[config.mk]
export PLATFORM = sky130hd
export DESIGN_NAME = alu_arbiter
export DESIGN_NICKNAME = d
export VERILOG_FILES = /design/src/rtl/alu_arbiter_pkg.sv /design/src/rtl/alu_arbiter_rr_picker.sv /design/src/rtl/alu_arbiter.sv
export SDC_FILE = /design/constraint.sdc
export NUM_CORES = 1
export LEC_CHECK = 0
export ABC_AREA = 1
export CAP_MARGIN = 15
export CORE_ASPECT_RATIO = 0.5
export CORE_MARGIN = 4
export CORE_UTILIZATION = 42
export CTS_CLUSTER_SIZE = 24
export DETAILED_ROUTE_END_ITERATION = 7
export PLACE_DENSITY_LB_ADDON = 0.12
export SKIP_CTS_REPAIR_TIMING = 1
export SYNTH_ARGS = -nofsm -noshare
export SYNTH_HDL_FRONTEND = slang
export SYNTH_SLANG_ARGS = --single-unit
[constraint.sdc]
create_clock -name clock -period 2.56 [get_ports clock]
set_input_delay 0.64 -clock clock [delete_from_list [all_inputs] [get_ports clock]]
set_output_delay 0.64 -clock clock [all_outputs]
set_load 0.02 [all_outputs]
[src/rtl/alu_arbiter_pkg.sv]
// Shared types and defaults for the round-robin ALU arbiter.
// Holds the controller state encoding and the pointer wrap helper.
package alu_arbiter_pkg;

    localparam int DEFAULT_N = 4;
    localparam int DEFAULT_R = 4;

    typedef enum logic [1:0] {
        IDLE  = 2'd0,
        START = 2'd1,
        WAIT  = 2'd2,
        DONE  = 2'd3
    } state_t;

    function automatic int wrap_inc(input int value, input int modulus);
        return (value + 1 >= modulus) ? 0 : value + 1;
    endfunction

endpackage

[src/rtl/alu_arbiter_rr_picker.sv]
// Combinational round-robin picker: first set request at or above rr_ptr,
// wrapping from R-1 back to 0.
module rr_picker
    import alu_arbiter_pkg::*;
#(
    parameter int R = DEFAULT_R
) (
    input  logic [R-1:0]         req,
    input  logic [$clog2(R)-1:0] rr_ptr,
    output logic                 valid,
    output logic [$clog2(R)-1:0] index
);
    localparam int GW = $clog2(R);

    logic [GW:0] sum;

    // Scan from the farthest offset down so the closest hit to rr_ptr wins.
    always_comb begin
        valid = 1'b0;
        index = '0;
        sum   = '0;
        for (int k = R - 1; k >= 0; k--) begin
            sum = {1'b0, rr_ptr} + (GW + 1)'(k);
            if (sum >= (GW + 1)'(R)) begin
                sum = sum - (GW + 1)'(R);
            end
            if (req[sum[GW-1:0]]) begin
                valid = 1'b1;
                index = sum[GW-1:0];
            end
        end
    end

endmodule

[src/rtl/alu_arbiter.sv]
// Round-robin arbiter sharing one external ALU among R requesters.
// Sequence per operation: IDLE (pick and latch) -> START -> WAIT -> DONE (ack).
module alu_arbiter
    import alu_arbiter_pkg::*;
#(
    parameter int N = DEFAULT_N,
    parameter int R = DEFAULT_R
) (
    input  logic                 clock,
    input  logic                 reset,
    input  logic [R-1:0]         req,
    input  logic [R*N-1:0]       req_A,
    input  logic [R*N-1:0]       req_B,
    output logic [R-1:0]         ack,
    output logic [N-1:0]         res_Y,
    output logic [N-1:0]         res_X,
    output logic [$clog2(R)-1:0] grant,
    output logic                 busy,
    output logic                 alu_start,
    input  logic                 alu_finished,
    output logic [N-1:0]         alu_A,
    output logic [N-1:0]         alu_B,
    input  logic [N-1:0]         alu_Y,
    input  logic [N-1:0]         alu_X
);
    localparam int GW = $clog2(R);

    state_t        state_reg, state_next;
    logic [GW-1:0] rr_ptr_reg;
    logic [GW-1:0] grant_reg;
    logic          just_acked_reg;
    logic [N-1:0]  alu_a_reg, alu_b_reg;
    logic [N-1:0]  res_y_reg, res_x_reg;

    logic [R-1:0]  req_eligible;
    logic [N-1:0]  a_slot [R];
    logic [N-1:0]  b_slot [R];
    logic          pick_valid;
    logic [GW-1:0] pick_index;

    // The requester acked last cycle sits out the very next IDLE evaluation.
    generate
        for (genvar gi = 0; gi < R; gi++) begin : g_req
            assign a_slot[gi]       = req_A[gi*N +: N];
            assign b_slot[gi]       = req_B[gi*N +: N];
            assign req_eligible[gi] = req[gi] & ~(just_acked_reg & (grant_reg == GW'(gi)));
            assign ack[gi]          = (state_reg == DONE) && (grant_reg == GW'(gi));
        end
    endgenerate

    rr_picker #(
        .R(R)
    ) u_picker (
        .req    (req_eligible),
        .rr_ptr (rr_ptr_reg),
        .valid  (pick_valid),
        .index  (pick_index)
    );

    always_ff @(posedge clock) begin
        if (!reset) begin
            state_reg <= IDLE;
        end else begin
            state_reg <= state_next;
        end
    end

    always_comb begin
        state_next = state_reg;
        busy       = 1'b1;
        alu_start  = 1'b0;
        case (state_reg)
            IDLE: begin
                busy = 1'b0;
                if (pick_valid) begin
                    state_next = START;
                end
            end
            START: begin
                alu_start  = 1'b1;
                state_next = WAIT;
            end
            WAIT: begin
                if (alu_finished) begin
                    state_next = DONE;
                end
            end
            DONE: begin
                state_next = IDLE;
            end
            default: begin
                state_next = IDLE;
            end
        endcase
    end

    always_ff @(posedge clock) begin
        if (!reset) begin
            rr_ptr_reg     <= '0;
            grant_reg      <= '0;
            just_acked_reg <= 1'b0;
            alu_a_reg      <= '0;
            alu_b_reg      <= '0;
            res_y_reg      <= '0;
            res_x_reg      <= '0;
        end else begin
            case (state_reg)
                IDLE: begin
                    just_acked_reg <= 1'b0;
                    if (pick_valid) begin
                        grant_reg <= pick_index;
                        alu_a_reg <= a_slot[pick_index];
                        alu_b_reg <= b_slot[pick_index];
                    end
                end
                WAIT: begin
                    if (alu_finished) begin
                        res_y_reg <= alu_Y;
                        res_x_reg <= alu_X;
                    end
                end
                DONE: begin
                    rr_ptr_reg     <= GW'(wrap_inc(int'(grant_reg), R));
                    just_acked_reg <= 1'b1;
                end
                default: begin
                end
            endcase
        end
    end

    assign grant = grant_reg;
    assign alu_A = alu_a_reg;
    assign alu_B = alu_b_reg;
    assign res_Y = res_y_reg;
    assign res_X = res_x_reg;

endmodule

Word level (Yosys, flattened, before mapping)

Cells that the tools add are included.

Bits in read-only memories: 0
Bits in latches: 0
Memories kept: 0
Register bits after elaboration: 23
Memory bits (writable): 0

Equality and inequality tests: 8
$mul: 0
Shift operators: 0
Bitwise logic cells: 13
Div/mod/pow operators: 0
Multiplexer cells: 33
Reduce and logical (&&, ||, !) cells: 10
Magnitude comparators: 10
$add $sub $neg: 8

Operator list:

| cell                                                                  | count |
|---|---|
| 2-bit two-way mux                                                     | 11 |
| 4-bit binary-select mux with 2-bit select                             | 2 |
| 4-bit two-way mux                                                     | 4 |
| 3-bit >= comparator, second input constant                            | 5 |
| 2-bit by 3-bit < comparator with 1-bit output, second input constant  | 4 |
| 1-bit two-way mux                                                     | 10 |
| 1-bit AND                                                             | 8 |
| 1-bit binary-select mux with 2-bit select                             | 4 |
| 2-bit equality test, second input constant                            | 4 |
| 2-bit case mux with 4 select lines                                    | 1 |
| 2-bit by 1-bit subtractor with 2-bit output, second input constant    | 4 |
| 2-bit by 1-bit adder with 3-bit output, second input constant         | 2 |
| 2-bit by 2-bit adder with 3-bit output, second input constant         | 2 |
| 2-bit AND reduction                                                   | 3 |
| 2-bit by 1-bit equality test with 1-bit output, second input constant | 2 |
| 1-bit logical AND                                                     | 4 |
| 2-bit logical NOT                                                     | 2 |
| 2-bit != test, second input constant                                  | 2 |
| 1-bit NOT                                                             | 4 |
| 2-bit by 3-bit >= comparator with 1-bit output, second input constant | 1 |
| 2-bit NOT with 3-bit output                                           | 1 |
| 1-bit case mux with 2 select lines                                    | 1 |
| 2-bit nonzero test                                                    | 1 |

Depth between registers and ports, before layout

Gate-level depths: netlist of run 1.

Depth after elaboration: 14
Mapped depth: 18
Gate-level depth less buffers: 18

By module

From an unflattened synthesis of run 1, not the netlist that was laid out.

Cells, all modules: 234
Area total of the unflattened synthesis: 1,512.7 um^2

By module, submodules not included:

| module      | cells an instance | area an instance (um^2) | times used |
|---|---|---|---|
| alu_arbiter | 188               | 1,300.0                 | 1 |
| rr_picker   | 46                | 212.7                   | 1 |

Worst setup path after synthesis of run 1

Ideal clock, no wire load.

Path type: register -> register
From: register grant_reg[0], in the netlist grant[0]
To: register alu_b_reg[0], in the netlist alu_B[0]
Arrival: 1.889 ns
Data required time: 2.451 ns
Path buffers: 1
Path slack: 0.562 ns
Stages on the path, launching flop included: 18
Setup time: 0.109 ns
Cells stage by stage: dfxtp_1 inv_1 ha_1 nand2_1 nand3_1 nand2_1 nand2_1 nand2_2 nand3_2 nand2_2 nand2_4 nand2_4 buf_6 nand2_1 nand3_1 nand3_1 nand2_1 inv_1

Longest elaborated chain between the ends: 14
Elaborated cells on any way between the ends: 37
Classes of those cells: eq/ne (3); mux (19); bitwise (13); reduce/logical (2)

Ends and longest elaborated chain:

| element                                                                      | line                        | RTL |
|---|---|---|
| from (decl)                                                                  | alu_arbiter.sv:30           | `logic [GW-1:0] grant_reg;` |
| from (signal assigned)                                                       | alu_arbiter.sv:111          | `grant_reg <= pick_index;` |
| 2-bit by 1-bit equality test with 1-bit output, or another cell as far along | alu_arbiter.sv:46           | `assign req_eligible[gi] = req[gi] & ~(just_acked_reg & (grant_reg == GW'(gi)));` |
| 1-bit AND                                                                    | alu_arbiter.sv:46           |  |
| 1-bit NOT                                                                    | alu_arbiter.sv:46           |  |
| 1-bit AND                                                                    | alu_arbiter.sv:46           |  |
| 1-bit binary-select mux with 2-bit select                                    | alu_arbiter_rr_picker.sv:27 | `if (req[sum[GW-1:0]]) begin` |
| 1-bit two-way mux (not written as such)                                      | alu_arbiter_rr_picker.sv:27 |  |
| 2-bit two-way mux (4 in series)                                              | alu_arbiter_rr_picker.sv:27 |  |
| 2-bit NOT with 3-bit output (not written as such)                            | alu_arbiter.sv:113          | `alu_b_reg <= b_slot[pick_index];` |
| 4-bit binary-select mux with 2-bit select                                    | alu_arbiter.sv:113          |  |
| 4-bit two-way mux (not written as such) (2 in series)                        | alu_arbiter.sv:113          |  |
| to (signal assigned)                                                         | alu_arbiter.sv:113          |  |
| to (decl)                                                                    | alu_arbiter.sv:32           | `logic [N-1:0] alu_a_reg, alu_b_reg;` |

Several ways; a longest one is shown, not always the timed one. The select of a mux whose other input is x is not followed.
A chain may end at the register's enable or synchronous reset.

Worst setup path after layout of run 1

From: register state_reg[1]
To: output busy

Longest elaborated chain between the ends: 2

Ends and longest elaborated chain:

| element                | line              | RTL |
|---|---|---|
| from (decl)            | alu_arbiter.sv:28 | `state_t state_reg, state_next;` |
| from (signal assigned) | alu_arbiter.sv:64 | `state_reg <= state_next;` |
| 2-bit logical NOT      | alu_arbiter.sv:72 | `case (state_reg)` |
| 1-bit two-way mux      | alu_arbiter.sv:72 |  |
| to (decl)              | alu_arbiter.sv:18 | `output logic busy,` |

Every way passes these cells.

==> out/qor.csv, run 1 <==
stage,metric,value,unit
outcome,status,"finished, final reports clean",
final_layout,Final nets,382,
sta,clk_skew,0.000949,ns
critical_path,worst-path fanout max,4,
final_layout,most frequent cells in the layout,"clkdlybuf4s50_1, nand2_1, inv_1",
global_routing,met3 global-route usage,6.21,%
synthesis,top_reg_cell synth,dfxtp_1,
sta,measured slew at the worst slew-check pin,0.400,ns
floorplan,Die W,96.3,um
final_layout,ratio of cells with drive above 1 in the final layout,9.23,%
power,Pleak,1.21,nW
power,Comb pwr share,68.1,%
critical_path,"Data arrival, critical path",1.71,ns
clock_tree,CTS max path bufs,2,
placement,post-place instance area,2390,sq um
sta,Setup TNS Final,0,ns
final_layout,Antenna Cells,0,
clock_tree,cts bufs inserted,3,
synthesis,Syn. warnings,0,
global_routing,largest net degree at the start of global routing,19,
power,Clock power frac,9.0,%
placement,IO Port Bufs,70,
floorplan,top-level I/O count,71,
sta,RSZ-0062 raised after global routing,no,
floorplan,Die ar.,5020,sq um
final_layout,final instance area,2440,sq um
synthesis,Unique masters post-synth,28,
clock_tree,# clock sinks,23,
synthesis,Synth Instances,253,
synthesis,"Seq/Total Area, Yosys",28.1,%
critical_path,Setup Crit Path Kind,flip-flop to output pin,
power,Net Sw Frac,48.7,%
global_routing,initial antenna violation count,0,
sta,Slew HR,73.3,%
power,peak supply drop,0.514,mV
power,Int Pwr,1.30,mW
route,Iter 0 DRT Violations,87,
synthesis,syn_nets,309,
critical_path,R2R Setup Slk,0.35,ns
clock_tree,clock slew at reported path FFs,0.08,ns
power,Sw Pwr,1.24,mW
global_routing,grt ovf,0,
global_routing,first-pass GRT wire length,7100,um
clock_tree,CTS tree,built,
critical_path,CP Data Required Time,1.92,ns
global_routing,Tot GR Track Use,18.2,%
synthesis,"Avg Cell Area, Syn",6.47,sq um
synthesis,asr flop ratio synth,0,%
power,Seq pwr share,22.9,%
synthesis,Yosys reg bits,23,
clock_tree,CTS root buf,clkbuf_8,
sta,fin crit period,2.35,ns
worst_hold_path,worst min path class,flip-flop to flip-flop,
sta,Pins Over Slew Limit,0,
route,Final ANT Viol Nets,0,
route,first drt pass iteration count,4,
critical_path,CP startpoint kind,flip-flop,
placement,Final HPWL DP,3810,um
route,drt wl/cell,12.1,um
power,Final Power,2.54,mW
critical_path,CP endpoint kind,output pin,
floorplan,core area,3580,sq um
global_routing,routing usage on met1,23.0,%
global_routing,vias in the first global route,1613,
floorplan,Die H,52.1,um
job,Max Cap Viol,0,
route,via/cell ratio,4.78,
sta,setup violators final,0,
floorplan,FP Rows,15,
final_layout,Syn-to-layout area delta,48.9,%
global_routing,grt peak-use layer,met2,
sta,post-route clock period utilization,91.6,%
final_layout,filler cell count,308,
placement,gp weighted congestion,0.909,
synthesis,"EDFF count, synth",0,
floorplan,starting density of the core,45.7,%
route,Routed WL,4550,um
clock_tree,Clock Latency Late Sink,0.26,ns
final_layout,"commonest non-fill, non-tap cell in the layout",clkdlybuf4s50_1,
route,Vias,1798,
power,P per Cell Area,1040,nW/um^2
global_routing,met2 Use GR,30.5,%
synthesis,Mapped Area,1640,sq um
route,Residual DRC,0,
clock_tree,CTS HTree Levels,1,
sta,fmax,426,MHz
sta,"Hold Violations, Final",0,
==> critical path: stages, from the launching register on <==
cell,delay [ns]
dfxtp_1,0.38
inv_1,0.10
ha_1,0.24
inv_1,0.10
clkdlybuf4s50_1,0.62
==> cells by family after synthesis <==
group                      synth area share [%]
AOI/OAI and AO/OA                          8.56
xor gates and xnor gates                   1.53
adders and majority gates                  6.88
buffers and inverters                      13.2
DFF                                        28.1
and+or+nand+nor                            41.7
==> cell usage after synthesis (3+ instances only) <==
cell type	n	share of area, %
nand2_1	61	14
inv_1	39	8.9
nand3_1	38	12
nor2_1	26	6.0
dfxtp_1	23	28
o21ai_0	13	4.0
ha_1	9	6.9
a21oi_1	7	2.1
nand3_2	5	3.1
nand2_2	4	1.5
nand2_4	3	2.1
nand3b_1	3	1.4
==> layout make-up <==
type | count | area [sq um] | share of cell area, %
Timing Repair Buffer | 76 | 746 | 30.6
Tap cell | 51 | 63.8 | 2.62
Inverter | 42 | 160 | 6.57
Multi-Input combinational cell | 180 | 961 | 39.4
Sequential cell | 23 | 460 | 18.9
Clock inverter | 1 | 5.00 | 0.205
Clock buffer | 3 | 41.3 | 1.69
==> worst paths after layout <==
path                                end  depth (start not counted)                 startpoint
setup / recovery                   busy                          4  state_reg[1]$_SDFFE_PN0P_
hold / removal    res_X[0]$_SDFFE_PN0P_                          2      res_X[0]$_SDFFE_PN0P_
setup reg to reg  alu_A[3]$_SDFFE_PN0P_                         18      grant[1]$_SDFFE_PN0P_
hold reg to reg   res_X[0]$_SDFFE_PN0P_                          2      res_X[0]$_SDFFE_PN0P_
==> power groups by stage <==
stage                     Sequential [mW]  Combinational (mW)  Clock, mW
final                               0.581                1.73      0.228
after CTS                           0.583                1.73      0.233
after detailed placement            0.590                1.72          0
after global routing                0.598                1.90      0.249
after floorplan                     0.685                1.06          0
after global placement              0.585                1.70          0
==> stage by stage <==
step | cells | setup slack (ns) | util, % | hold WS, ns
floorplan | 253 | 0.562 | - | 0.463
CTS | 376 | 0.199 | 68.0 | 0.499
finish | 376 | 0.214 | 68.0 | 0.494
global placement | 372 | 0.0269 | 66.7 | 0.462
detailed placement | 372 | -0.00534 | 66.7 | 0.479
global route | 376 | 0.102 | 68.0 | 0.535
==> per-layer routing <==
| metal | part of all wire, % | vias up |
|---|---|---|
| met1 | 46 | 792 |
| met3 | 8.6 | 2 |
| li1 | - | 939 |
| met4 | 0.18 | 0 |
| met2 | 45 | 65 |
| met5 | 0 | - |
No activity file was read; power rests on OpenSTA's default activity.
==> inputs of run 2 (changes only) <==
- CTS_CLUSTER_SIZE: 24 -> not set
==> results of run 2 <==
Same layout as run 1: the final DEF is identical, and so are final timing and power.
==> inputs of run 3 (changes only) <==
- CELL_PAD_IN_SITES_DETAIL_PLACEMENT: not set -> 0
- CELL_PAD_IN_SITES_GLOBAL_PLACEMENT: not set -> 1
- CORE_UTILIZATION: 42 -> 28
- SLEW_MARGIN: not set -> 20
==> out/qor.csv, run 3 (synthesized netlist as in run 1, its figures left out) <==
stage,metric,value,unit,change
outcome,status,"finished, final reports clean",,
sta,setup violators final,0,,unchanged
clock_tree,# clock sinks,23,,unchanged
critical_path,crit path cell chain,"ha_1, nand2_1, inv_1, clkdlybuf4s50_1",,
sta,Setup TNS Final,0,ns,unchanged
floorplan,FP Rows,19,,+4
critical_path,CP startpoint kind,flip-flop,,
clock_tree,CTS max path bufs,2,,unchanged
clock_tree,Clock Latency Late Sink,0.26,ns,about the same
floorplan,Die ar.,7210,sq um,+44%
critical_path,CP max stage delay,0.59,ns,-0.03 ns
global_routing,first-pass GRT wire length,8010,um,+13%
sta,fmax,418,MHz,-1.9%
route,first drt pass iteration count,4,,unchanged
power,Pleak,1.21,nW,+0.14%
sta,measured slew at the worst slew-check pin,0.408,ns,+0.00787 ns
sta,RSZ-0062 raised after global routing,no,,
route,via/cell ratio,4.38,,-8.4%
final_layout,"commonest non-fill, non-tap cell in the layout",clkdlybuf4s50_1,,
final_layout,FF+latch area,462,sq um,+0.27%
worst_hold_path,Hold Path Stages,2,,unchanged
final_layout,Antenna Cells,0,,unchanged
worst_hold_path,worst min path class,flip-flop to flip-flop,,
critical_path,RR Endpoint,alu_A[2]$_SDFFE_PN0P_,,
sta,fin crit period,2.39,ns,+0.0443 ns
critical_path,critical path depth,4,,unchanged
route,Vias,1734,,-3.6%
global_routing,grt ovf,0,,unchanged
sta,"Hold Violations, Final",0,,unchanged
critical_path,Setup Crit Path Kind,flip-flop to output pin,,
placement,pre-CTS setup slack,-0.0113,ns,-0.00592 ns
floorplan,core area,5560,sq um,+55%
final_layout,Finished Layout Cells,396,,+5.3%
route,Iter 0 DRT Violations,101,,+16%
critical_path,crit path launch,state_reg[1]$_SDFFE_PN0P_,,
route,Residual DRC,0,,unchanged
floorplan,Die H,62.1,um,+19%
sta,hold_ws,0.485,ns,-0.00975 ns
job,Max Cap Viol,0,,unchanged
route,Routed WL,4940,um,+8.7%
clock_tree,CTS HTree Levels,1,,unchanged
clock_tree,clock slew at reported path FFs,0.06,ns,-0.02 ns
critical_path,R2R Setup Slk,0.33,ns,-0.02 ns
final_layout,filler cell count,604,,+96%
route,Final ANT Viol Nets,0,,unchanged
global_routing,Tot GR Track Use,14.0,%,-4.2 points
placement,Cell Count Post-Placement,392,,+5.4%
placement,IO Port Bufs,70,,unchanged
clock_tree,CTS tree,built,,
clock_tree,CTS root buf,clkbuf_16,,
floorplan,starting density of the core,29.4,%,-16 points
critical_path,cell family with most CP delay,buffers and inverters,,
power,Final Power,2.64,mW,+3.9%
global_routing,initial antenna violation count,0,,unchanged
global_routing,vias in the first global route,1731,,+7.3%
power,P per Cell Area,1060,nW/um^2,+2.0%
final_layout,multi-input combinational cell area,961,sq um,unchanged
final_layout,Syn-to-layout area delta,51.8,%,
critical_path,CP Data Required Time,1.92,ns,about the same
final_layout,ratio of cells with drive above 1 in the final layout,8.67,%,-0.56 points
final_layout,most frequent cells in the layout,"clkdlybuf4s50_1, nand2_1, inv_1",,
floorplan,Die W,116,um,+21%
critical_path,"Data arrival, critical path",1.75,ns,+0.04 ns
sta,post-route clock period utilization,93.4,%,+1.7 points
critical_path,Buf/Inv on CP,2,,-1
sta,Slew HR,72.8,%,-0.53 points
floorplan,top-level I/O count,71,,unchanged
global_routing,largest net degree at the start of global routing,19,,unchanged
critical_path,slowest CP cell,clkdlybuf4s50_1,,
clock_tree,cts bufs inserted,3,,unchanged
sta,clk_skew,0.00303,ns,+0.00208 ns
critical_path,end point of the critical path,ack[2],,
placement,gp weighted congestion,0.793,,-13%
critical_path,worst-path fanout max,9,,+5
sta,Pins Over Slew Limit,0,,unchanged
final_layout,Final nets,380,,-0.52%
critical_path,CP endpoint kind,output pin,,
sta,final worst setup slack,0.170,ns,-0.0443 ns
power,peak supply drop,0.414,mV,-19%
critical_path,reg2reg path depth,15,,-3
critical_path,Worst R2R Start,grant[0]$_SDFFE_PN0P_,,
placement,Final HPWL DP,4010,um,+5.4%
route,drt wl/cell,12.5,um,+3.2%
==> run 3: cell count changes in the layout (fill, tap and decap cells not counted), sizes merged <==
cell	previous run	this run
clkinv	1	0
buf	6	4
clkbuf	3	4
==> run 3: per-layer routing <==
layer | share of wire (%) | wire length (um) | vias up | global-route usage [%]
met5 | 0 | 0 | - | 0
met4 | 0 | 0 | 0 | 0.992
met1 | 48 | 2380 | 757 | 18.4
met3 | 8.5 | 418 | 0 | 5.32
li1 | - | - | 933 | -
met2 | 43 | 2140 | 44 | 23.2
==> run 3: worst min-delay path by stage <==
| stage | start | end | slack (ns) |
|---|---|---|---|
| finish | res_Y[2]$_SDFFE_PN0P_ | res_Y[2]$_SDFFE_PN0P_ | 0.48 |
| global route | res_X[3]$_SDFFE_PN0P_ | res_X[3]$_SDFFE_PN0P_ | 0.51 |
| CTS | res_Y[2]$_SDFFE_PN0P_ | res_Y[2]$_SDFFE_PN0P_ | 0.49 |
| detailed placement | res_X[1]$_SDFFE_PN0P_ | res_X[1]$_SDFFE_PN0P_ | 0.48 |
| global placement | res_X[2]$_SDFFE_PN0P_ | res_X[2]$_SDFFE_PN0P_ | 0.46 |
| floorplan | just_acked_reg$_SDFFE_PN0P_ | just_acked_reg$_SDFFE_PN0P_ | 0.46 |
==> run 3: area by class of cell <==
cell class / instances / share of cell area (%)
clock buffer: 4 / 3.17
inverter: 42 / 6.45
multi-input combinational: 180 / 38.7
sequential: 23 / 18.6
tap: 73 / 3.68
timing repair buffer: 74 / 29.4
==> run 3: through the flow <==
stage | area [sq um] | util [%]
after floorplan | 1640 | -
after global placement | 2400 | 43.2
after detailed placement | 2400 | 43.2
after CTS | 2480 | 44.6
after global routing | 2480 | 44.6
final | 2480 | 44.6
==> run 3: worst reg2reg max path, cell delays in order, from the launching register on <==
cell	delay, ns
dfxtp_2	0.39
inv_1	0.08
ha_1	0.21
nand2_1	0.11
nand3_1	0.10
nand2_1	0.12
nand2_1	0.07
nand2_2	0.09
inv_2	0.05
nand3b_1	0.22
nand2_4	0.17
nor2_4	0.26
nand3_1	0.12
nand3_1	0.10
nand2_1	0.05
inv_1	0.04
==> run 3: power breakdown <==
group / internal (mW) / switching, mW / leakage (nW)
registers: 0.489 / 0.100 / 0.189
clock network: 0.213 / 0.138 / 0.0382
logic: 0.689 / 1.01 / 0.982
==> edit 1, RTL diff (settings of run 2) <==
Encoding of `state_t`: now one-hot (4 bits for 4 states).
--- a/src/rtl/alu_arbiter_pkg.sv
+++ b/src/rtl/alu_arbiter_pkg.sv
@@ -5,11 +5,11 @@
     localparam int DEFAULT_N = 4;
     localparam int DEFAULT_R = 4;
 
-    typedef enum logic [1:0] {
-        IDLE  = 2'd0,
-        START = 2'd1,
-        WAIT  = 2'd2,
-        DONE  = 2'd3
+    typedef enum logic [3:0] {
+        IDLE  = 4'b0001,
+        START = 4'b0010,
+        WAIT  = 4'b0100,
+        DONE  = 4'b1000
     } state_t;
 
     function automatic int wrap_inc(input int value, input int modulus);
Behaviour: same outputs for any inputs over 10 cycles, from zero or initial values and one cycle with reset low; not proved beyond that.
==> edit 1 against run 2 <==
- sequential cell count up 2
- final area down 1.2%
- global-route usage up 0.65 points
- wire length down 2.3%
- worst setup slack worse by 0.036 ns
- register-to-register slack better by 0.05 ns
- area after synthesis down 2.2%
Power is not compared: it rests on default switching activity, and its combinational part moved more than twofold at a synthesized area within 25%.
==> edit 1: results (changes against run 2) <==
.. list-table::
   :header-rows: 1

   * - Metric
     - Value
   * - Outcome
     - completed
   * - Seq/Total Area, Yosys
     - 31.3% (+3.1 points)
   * - Number of fill cells in the layout
     - 298 (-3.2%)
   * - Number of cells on the worst reg-to-reg path
     - 16 (-2)
   * - Gpl congestion
     - 0.958 (+5.3%)
   * - Reg2reg setup slack
     - 0.40 ns (+0.05 ns)
   * - Area occupied by registers
     - 500 um^2 (+8.7%)
   * - Time the final worst path needs with I/O delays and setup
     - 2.38 ns (+0.0363 ns)
   * - Arrival time at the worst endpoint
     - 1.74 ns (+0.03 ns)
   * - Reg-to-reg endpoint
     - alu_B[0]
   * - Fraction of layout cells with a size suffix above 1
     - 6.51% (-2.7 points)
   * - Number of search-and-repair iterations in the first detailed-routing pass
     - 4 (unchanged)
   * - Sequential portion of the cell area
     - 20.8% (+1.9 points)
   * - Final number of hold-violating endpoints
     - 0 (unchanged)
   * - CP Max Fanout
     - 4 (unchanged)
   * - Area occupied by multi-input gates
     - 850 um^2 (-12%)
   * - Nets in the synthesized netlist
     - 316 (+2.3%)
   * - Global router's overall resource usage
     - 18.9% (+0.65 points)
   * - Placed wire-length estimate
     - 3530 um (-7.2%)
   * - Clock-cell share
     - 2.03% (+0.13 points)
   * - Relative max-transition margin
     - 47.0% (-26 points)
   * - Fin Clk Skew
     - 0.00509 ns (+0.00414 ns)
   * - Fraction of area in non-clock buffers
     - 31.0% (+0.38 points)
   * - First DRT Iteration DRCs
     - 73 (-16%)
   * - Cells after Synth
     - 265 (+4.7%)
   * - Worst reg2reg startpoint
     - grant[0]
   * - Mean Syn Cell Area
     - 6.04 um^2 (-6.6%)
   * - Most frequent cells after synthesis
     - 66 x sky130_fd_sc_hd__nand2_1, 50 x sky130_fd_sc_hd__nand3_1, 48 x sky130_fd_sc_hd__inv_1, 25 x sky130_fd_sc_hd__dfxtp_1, 24 x sky130_fd_sc_hd__nor2_1
   * - Pin count of the biggest net entering global routing
     - 21 (+2)
   * - Vias
     - 1,896 (+5.5%)
   * - Non-CTS inverters
     - 53 (+26%)
   * - Routed wirelength normalized by instance count
     - 11.4 um (-5.6%)
   * - Number of unique standard cell types used by synthesis
     - 23 (-18%)
   * - Slowest cell delay on critical path
     - 0.57 ns (-0.05 ns)
   * - Net total in the final layout
     - 390 (+2.1%)
   * - Pre-CTS setup slack
     - 0.0802 ns (+0.0856 ns)
   * - Mean number of vias per cell
     - 4.87 (+1.9%)
   * - TritonCTS Sinks
     - 25 (+8.7%)
   * - Startpoint of the worst setup timing path
     - state_reg[0]
   * - Biggest area contributors in the synthesized netlist
     - sky130_fd_sc_hd__dfxtp_1 31%, sky130_fd_sc_hd__nand3_1 16%, sky130_fd_sc_hd__nand2_1 15%
   * - Via count of the first global-routing pass
     - 1,684 (+4.4%)
   * - Wire length of the first global-routing pass
     - 7370 um (+3.8%)
   * - Hold depth
     - 2 (unchanged)
   * - Tightest hold margin
     - 0.466 ns (-0.0285 ns)
==> edit 1: layer usage <==
metal / global-route usage [%] / up-vias / share of wire [%]
met4: 6.70 / 0 / 2.5
met5: 0 / - / 0
met2: 31.3 / 80 / 46
met3: 5.64 / 19 / 8.4
li1: - / 972 / -
met1: 23.4 / 825 / 44
==> edit 1: critical path: cells and delay by family (launching register included) <==
family	cells	cell delay, ns
DFF	1	0.38
and+or+nand+nor	1	0.30
buffers and inverters	3	0.79
==> edit 1: cell families (layout without fill, tap and decap cells) <==
family,after synthesis,count (layout),share of synthesized area [%]
simple gates,151,151,41.3
flops,25,25,31.3
fa+ha+maj,4,4,3.13
buf+inv,60,133,15.6
compound gates,25,25,8.68
==> edit 1: power by group <==
| group | internal, mW | switching, mW | leakage, nW |
|---|---|---|---|
| Clock | 0.111 | 0.135 | 0.0217 |
| Combinational | 0.201 | 0.228 | 0.924 |
| Sequential | 0.427 | 0.0276 | 0.204 |
| Total | 0.738 | 0.390 | 1.15 |
==> edit 2, RTL diff (settings of run 2) <==
Made on the original files. Set the package constant `DEFAULT_N` to 8 (it was 4).
--- a/src/rtl/alu_arbiter_pkg.sv
+++ b/src/rtl/alu_arbiter_pkg.sv
@@ -2,7 +2,7 @@
 // Holds the controller state encoding and the pointer wrap helper.
 package alu_arbiter_pkg;
 
-    localparam int DEFAULT_N = 4;
+    localparam int DEFAULT_N = 8;
     localparam int DEFAULT_R = 4;
 
     typedef enum logic [1:0] {
Ports: changed (8 resized); port bits go from 71 to 127. No check against the original RTL was run, so the function may have changed too.
==> edit 2 against run 2 <==
- largest cell class is now non-clock buffers
- non-clock buffer count up 61
- count of clock-buffer cells in the layout grew 2
- area after synthesis increased by 57%
- power up 57%
- worst setup slack got worse by 0.0073 ns
- sequential cell count grew 16
- final area is 68% higher
- wire length rose by 60%
- critical path type unchanged
==> edit 2: results (changes against run 2) <==
.. list-table::
   :header-rows: 1

   * - Metric
     - Value
   * - Pre-CTS setup slack
     - 0.0928 ns (+0.0981 ns)
   * - Maximum vdd ir drop
     - 495 uV (-3.7%)
   * - Clock slew at reported path FFs
     - 0.06 ns (-0.02 ns)
   * - Worst-Skew Late Latency
     - 0.28 ns (+0.02 ns)
   * - Number of search-and-repair iterations in the first detailed-routing pass
     - 5 (+1)
   * - Length of routed met3 wiring
     - 795 um (+100%)
   * - Fraction of layout cells with a size suffix above 1
     - 8.80% (-0.43 points)
   * - Net total in the final layout
     - 629 (+65%)
   * - Detailed-routed wire length on met2
     - 3230 um (+57%)
   * - Leakage power
     - 1.97 nW (+63%)
   * - Wire length of the first global-routing pass
     - 11,800 um (+67%)
   * - Number of unique standard cell types used by synthesis
     - 27 (-3.6%)
   * - Biggest area contributors in the synthesized netlist
     - sky130_fd_sc_hd__dfxtp_1 30%, sky130_fd_sc_hd__nand3_1 13%, sky130_fd_sc_hd__nand2_1 12%
   * - Outcome
     - completed
   * - Seq/Total Area, Yosys
     - 30.4% (+2.3 points)
   * - Number of fill cells in the layout
     - 491 (+59%)
   * - Tightest Pin Transition
     - 0.473 ns (+0.0733 ns)
   * - Placed cell area
     - 0.00391 mm^2 (+64%)
   * - Mean Syn Cell Area
     - 6.27 um^2 (-3.0%)
   * - Via count of the first global-routing pass
     - 2,546 (+58%)
   * - Met2 layer usage reported by global route
     - 31.4% (+0.93 points)
   * - Fin Clk Skew
     - 0.00352 ns (+0.00257 ns)
   * - Placed wire-length estimate
     - 5640 um (+48%)
   * - CP Max Fanout
     - 9 (+5)
   * - Routed wirelength normalized by instance count
     - 12.0 um (-1.1%)
   * - Number of buffer cells added on primary ports
     - 126 (+80%)
   * - Xor-xnor portion of the synthesized cell area
     - 0.683% (-0.85 points)
   * - Compound-cell area share of the yosys netlist
     - 11.1% (+2.5 points)
   * - Adder-Cell Fraction of Synth Area
     - 4.39% (-2.5 points)
   * - Clock buffer count from CTS
     - 5 (+2)
   * - Vias
     - 2,832 (+58%)
   * - Cell count after placement
     - 599 (+61%)
   * - Slowest cell delay on critical path
     - 0.60 ns (-0.02 ns)
[edit 2: final timing paths]
kind | startpoint | end | slack [ns] | depth (start not counted)
hold / removal | res_Y[0] | res_Y[0] | 0.48 | 2
hold reg to reg | res_Y[0] | res_Y[0] | 0.48 | 2
setup reg to reg | grant[0] | alu_A[6] | 0.39 | 14
setup / recovery | state_reg[1] | ack[3] | 0.21 | 4
[edit 2: tightest hold or removal path, cell delays in order, from the launching register on]
cell and delay [ns]:
sky130_fd_sc_hd__dfxtp_1 0.32, sky130_fd_sc_hd__nor2_1 0.04, sky130_fd_sc_hd__nor2_1 0.08
[edit 2: layout make-up]
type	instances	area (um^2)	area share, %
flip-flops and latches	39	781	19.1
clock buffers	5	125	3.06
repair buffers	137	1380	33.8
inverters	82	308	7.53
clock inverters	3	46.3	1.13
well taps	73	91.3	2.24
multi-input cells	268	1350	33.1
[edit 2: power by group]
group,total [mW],switching [mW],internal [mW]
Sequential,0.899,0.113,0.786
Clock,0.722,0.259,0.463
Combinational,2.37,1.34,1.03
